`src/rtl/fetch_stage.sv`:
```
// Instruction fetch stage: owns the PC and the IF/ID register, issues imem
// requests, follows redirects, and parks on an HLT opcode until redirected.
module fetch_stage #(
    parameter logic [3:0]  HLT_OPC  = 4'hF,
    parameter logic [15:0] RESET_PC = 16'h0000
) (
    input  logic        clk,
    input  logic        rst_n,
    output logic        imem_req,
    output logic [15:0] imem_addr,
    input  logic [15:0] imem_data,
    input  logic        imem_valid,
    input  logic        redirect,
    input  logic [15:0] redirect_target,
    input  logic        stall,
    output logic        ifid_valid,
    output logic [15:0] ifid_instr,
    output logic [15:0] ifid_pc,
    output logic [15:0] ifid_pc_plus2,
    output logic        halted
);

    localparam int unsigned XLEN = 16;

    typedef enum logic [1:0] {
        FETCH = 2'd0,
        HOLD  = 2'd1,
        DRAIN = 2'd2,
        HALT  = 2'd3
    } state_t;

    state_t          state;
    logic [XLEN-1:0] pc;
    logic [XLEN-1:0] pc_plus2;
    logic [XLEN-1:0] drain_addr;
    logic [XLEN-1:0] hold_instr;
    logic [XLEN-1:0] accept_word;
    logic            accept;

    assign pc_plus2 = pc + XLEN'(2);

    // Request is decoded from state; forced low while reset is asserted.
    assign imem_req  = rst_n && ((state == FETCH) || (state == DRAIN));
    assign imem_addr = (state == DRAIN) ? drain_addr : pc;

    // An instruction enters IF/ID either straight from memory or from the hold buffer.
    always_comb begin
        accept      = 1'b0;
        accept_word = imem_data;
        case (state)
            FETCH: accept = imem_valid && !stall;
            HOLD: begin
                accept      = !stall;
                accept_word = hold_instr;
            end
            default: accept = 1'b0;
        endcase
    end

    always_ff @(posedge clk or negedge rst_n) begin
        if (!rst_n) begin
            state         <= FETCH;
            pc            <= RESET_PC;
            drain_addr    <= '0;
            hold_instr    <= '0;
            ifid_valid    <= 1'b0;
            ifid_instr    <= '0;
            ifid_pc       <= '0;
            ifid_pc_plus2 <= '0;
            halted        <= 1'b0;
        end else if (redirect) begin
            pc         <= redirect_target & ~XLEN'(1);
            ifid_valid <= 1'b0;
            hold_instr <= '0;
            halted     <= 1'b0;
            // An unanswered request must be drained before fetching the target.
            if (state == FETCH && !imem_valid) begin
                drain_addr <= pc;
                state      <= DRAIN;
            end else if (state == DRAIN && !imem_valid) begin
                state <= DRAIN;
            end else begin
                state <= FETCH;
            end
        end else begin
            case (state)
                FETCH: begin
                    if (imem_valid && stall) begin
                        hold_instr <= imem_data;
                        state      <= HOLD;
                    end else if (!imem_valid && !stall) begin
                        ifid_valid <= 1'b0;
                    end
                end
                DRAIN: if (imem_valid) state <= FETCH;
                HALT:  if (!stall) ifid_valid <= 1'b0;
                default: ;
            endcase

            if (accept) begin
                ifid_valid    <= 1'b1;
                ifid_instr    <= accept_word;
                ifid_pc       <= pc;
                ifid_pc_plus2 <= pc_plus2;
                // HLT parks the PC on its own address.
                if (accept_word[15:12] == HLT_OPC) begin
                    state  <= HALT;
                    halted <= 1'b1;
                end else begin
                    pc    <= pc_plus2;
                    state <= FETCH;
                end
            end
        end
    end

endmodule

```
`config.mk`:
```
export PLATFORM = sky130hd
export DESIGN_NAME = fetch_stage
export DESIGN_NICKNAME = d
export VERILOG_FILES = /design/src/rtl/fetch_stage.sv
export SDC_FILE = /design/constraint.sdc
export NUM_CORES = 1
export LEC_CHECK = 0
export BUFFER_PORTS_ARGS = -buffer_cell sky130_fd_sc_hd__buf_2
export CAP_MARGIN = 40
export CORE_UTILIZATION = 30
export DETAILED_ROUTE_END_ITERATION = 7
export GPL_TIMING_DRIVEN = 0
export PLACE_DENSITY = 0.45
export SLEW_MARGIN = 40
export SYNTH_ARGS = -nofsm -noshare
export SYNTH_HDL_FRONTEND = slang
export SYNTH_SLANG_ARGS = --single-unit
```
`constraint.sdc`:
```
create_clock -name clk -period 6.3 [get_ports clk]
set_input_delay 0.63 -clock clk [delete_from_list [all_inputs] [get_ports clk]]
set_output_delay 0.63 -clock clk [all_outputs]
set_load 0.005 [all_outputs]
```
==> results by group <==
Setup path
  • Critical Path Start: state[0]
  • Crit path required time: 5.67 ns
  • Worst Setup End Kind: output port
  • Setup CP Type: reg2out
  • Reg2reg start: state[0]
  • Worst setup SP type: flop
  • CP Max Fanout: 10
  • Arr. time, crit path: 2.57 ns
  • Worst r2r dst: ifid_pc[12]
  • R2R Setup Slk: 3.74 ns
  • R2R cell count: 8

Yosys
  • Post-Syn Area: 4610 µm²
  • Cells after synthesis: 452
  • Sequential element share of the synthesized area: 52.2%
  • Async S/R FF share, synth: 100%
  • Primary FF master, synth: dfrtp_1
  • Post-synth cell types: around 50
  • Syn avg cell area: 10.2 µm²
  • Post-synth EDFFs: 0
  • #FFs+latches synth: 96
  • YS warnings: 0

Floorplanning
  • Number of placement rows: 44
  • Initial Utilization: 31.2%
  • Area of the die: 15900 µm²
  • Core region area: 14800 µm²
  • Ports: 104
  • Die X-Extent: 126 µm
  • Die Height: 126 µm

Run status
  • Run status: finished, final reports clean

Clocking
  • Setup bufs post-CTS: 0
  • Worst skew pair latency: 0.35 ns
  • CTS tree: done
  • H-tree Lvls: 3
  • CTS Buf Count: 9
  • PostCTS Resize Cnt: 0
  • Hold buffers post-CTS: 0
  • Clk sinks: 96
  • Root Buffer: clkbuf_16
  • Reg clk slew, reported paths: approximately 0.07 ns
  • Max Buffers Root-to-Sink: 2

Timing
  • Skew final: 0.00736 ns
  • TNS Setup: 0 ns
  • Fin Hold WS: 0.124 ns
  • Relative slew slack: 50.1%
  • Pin slew with the least headroom to its limit: 0.734 ns
  • Setup violations, final: 0
  • Count of pins over their slew limit: 0
  • RSZ-0062 raised after global routing: no
  • Highest Clock Rate: 312 MHz
  • Final Hold Fails: 0
  • Crit path time final: 3.20 ns
  • Final Cycle Share: 50.9%
  • Final WS setup: 3.10 ns

Layout
  • Layout cells sized above 1: 27.2%
  • Fin nets: 609
  • ANT cells: 0
  • Area Overhead vs Synth: 23.5%

Power and ir drop
  • Power Internal: 1.57 mW
  • Lkg Pwr: between 2 and 3 nW
  • Clk pwr share: 23.3%
  • Sw Pwr: 875 µW
  • Comb pwr share: a little under two fifths
  • Worst vdd rail ir drop: 0.139 mV
  • PD cells: 431 nW/µm²
  • Tot Pwr: 2.45 mW
  • Switching share of power: 35.7%
  • Reg power frac: 40.0%

Drt
  • 1st-iter DRT viols: 240
  • Final WL: 13200 µm
  • DRC: 0
  • Post-DR vias/cell: around 5.0
  • WL per Instance: 17.5 µm
  • First-pass iteration count of the detailed router: 4
  • Routed Antenna Nets: 0
  • Via count: 3787

Global route
  • Remaining Overflow, GRT: 0
  • First-pass GRT wire length: around 21000 µm
  • Initial antenna violation count: 0
  • Largest net degree at the start of global routing: 70
  • Tot GR Track Use: about 17%
  • Number of global-route vias before repair: 3800

Flow run
  • Max-cap violations: 0

Hold path
  • Hold crit path type: in2async

Placed design
  • Pre-CTS setup slack: ~3.4 ns
  • GP Congestion: between 0.8 and 0.9
  • Buffers added on ports: 99
  • HPWL after DPL: 9650 µm
==> kinds of logic (layout without fill, tap and decap cells) <==
kind of cell    after synthesis  after routing  synth area share, %
flops                        96             96                 52.2
compound gates              108            108                 16.0
buf+inv                      47            163                 4.40
simple gates                141            141                 13.9
fa+ha+maj                     7              7                 1.90
other cells                   1              3               0.0814
xor+xnor                     11             11                 2.09
mux                          41             41                 9.54
==> worst max-delay path, cell delays in order (launching register included) <==
cell,delay (ns)
dfrtp_1,0.42
inv_1,0.15
ha_1,0.16
clkbuf_1,0.39
buf_1,0.56
mux2_2,0.42
buf_2,0.13
==> worst max path at each step <==
stage,end,slack [ns],cells past startpoint
after detailed placement,imem_addr[12],3.43,6
after floorplan,imem_addr[11],4.08,5
after global routing,imem_addr[8],2.89,6
after global placement,imem_req,2.86,3
final,imem_addr[4],3.10,6
after CTS,imem_addr[12],3.04,6
==> metrics by stage <==
stage / instances / cell area [µm²] / util (%)
6_report: 754 / 5690 / 38.5
5_1_grt: 754 / 5690 / 38.5
4_1_cts: 754 / 5690 / 38.5
3_5_place_dp: 738 / 5380 / 36.5
3_3_place_gp: 737 / 5340 / 36.2
2_1_floorplan: 454 / 4610 / -
==> per-layer routing <==
| metal | vias up | global-route usage [%] | share of wire [%] |
|---|---|---|---|
| met3 | 15 | 3.82 | 4.5 |
| met2 | 102 | 26.4 | 45 |
| met5 | - | 0 | 0 |
| met1 | 1848 | 24.7 | 49 |
| met4 | 0 | 6.09 | 1.9 |
| li1 | 1822 | - | - |
==> power by group through the flow <==
| stage | clock [mW] | sequential, mW | combinational, mW |
|---|---|---|---|
| 6_report | 0.570 | 0.978 | 0.900 |
| 5_1_grt | 0.613 | 1.01 | 1.01 |
| 4_1_cts | 0.588 | 0.980 | 0.915 |
| 3_5_place_dp | 0 | 0.990 | 0.912 |
| 3_3_place_gp | 0 | 0.983 | 0.896 |
| 2_1_floorplan | 0 | 0.982 | 0.529 |
==> layout by cell type (no fill, tap or decap), types with 5 or more instances in the layout <==
| cell type | count |
|---|---|
| mux2i_1 | 17 |
| clkbuf_1 | 23 |
| o21ai_0 | 35 |
| ha_1 | 7 |
| o211ai_1 | 7 |
| inv_1 | 11 |
| o21ai_1 | 12 |
| a22o_1 | 16 |
| buf_2 | 104 |
| dfrtp_1 | 96 |
| or4_1 | 5 |
| xnor2_1 | 10 |
| nand3_1 | 6 |
| mux2_2 | 23 |
| a311oi_1 | 6 |
| clkbuf_16 | 9 |
| nand4_1 | 8 |
| nor2_1 | 15 |
| a21oi_1 | 7 |
| nand2_1 | 90 |
==> flip-flops by register name (all words and copies together), names as in the netlist <==
register	count
ifid_valid	1
ifid_pc	15
halted	1
ifid_instr	16
state	2
pc	15
hold_instr	16
drain_addr	15
ifid_pc_plus2	15
==> Yosys cell counts, types with 2 or more instances <==
| cell | n | area, µm² |
|---|---|---|
| dfrtp_1 | 96 | 2400 |
| a2bb2oi_1 | 2 | 17.5 |
| a21oi_1 | 7 | 35.0 |
| nand4_1 | 8 | 50.1 |
| mux2_2 | 23 | 259 |
| o31ai_1 | 2 | 15.0 |
| a211o_1 | 2 | 17.5 |
| o21ai_1 | 12 | 60.1 |
| buf_4 | 3 | 22.5 |
| buf_2 | 6 | 30.0 |
| a221o_1 | 2 | 20.0 |
| nand3_1 | 6 | 30.0 |
| inv_1 | 11 | 41.3 |
| mux2i_1 | 18 | 180 |
| o21ai_0 | 35 | 175 |
| clkbuf_1 | 23 | 86.3 |
| o21a_1 | 3 | 22.5 |
| xnor2_1 | 10 | 87.6 |
| and2_1 | 3 | 18.8 |
| o211ai_1 | 7 | 52.6 |
| a31oi_1 | 3 | 18.8 |
| nand2_1 | 90 | 338 |
| a311oi_1 | 6 | 52.6 |
| o221ai_1 | 2 | 17.5 |
| a22o_1 | 16 | 140 |
| buf_1 | 2 | 7.51 |
| or4_1 | 5 | 37.5 |
| ha_1 | 7 | 87.6 |
| and3_1 | 2 | 12.5 |
| nor3_1 | 3 | 15.0 |
| and4_1 | 3 | 26.3 |
| nor2_1 | 15 | 56.3 |
==> layout make-up <==
| cell class | count | area, µm² |
|---|---|---|
| fillers | 1513 | 9070 |
| flip-flops and latches | 96 | 2400 |
| multi-input cells | 311 | 2010 |
| repair buffers | 100 | 533 |
| clock buffers | 10 | 239 |
| well taps | 184 | 230 |
| plain buffers | 35 | 158 |
| clock inverters | 6 | 67.6 |
| inverters | 12 | 45.0 |
No activity file was read; power rests on OpenSTA's default activity.
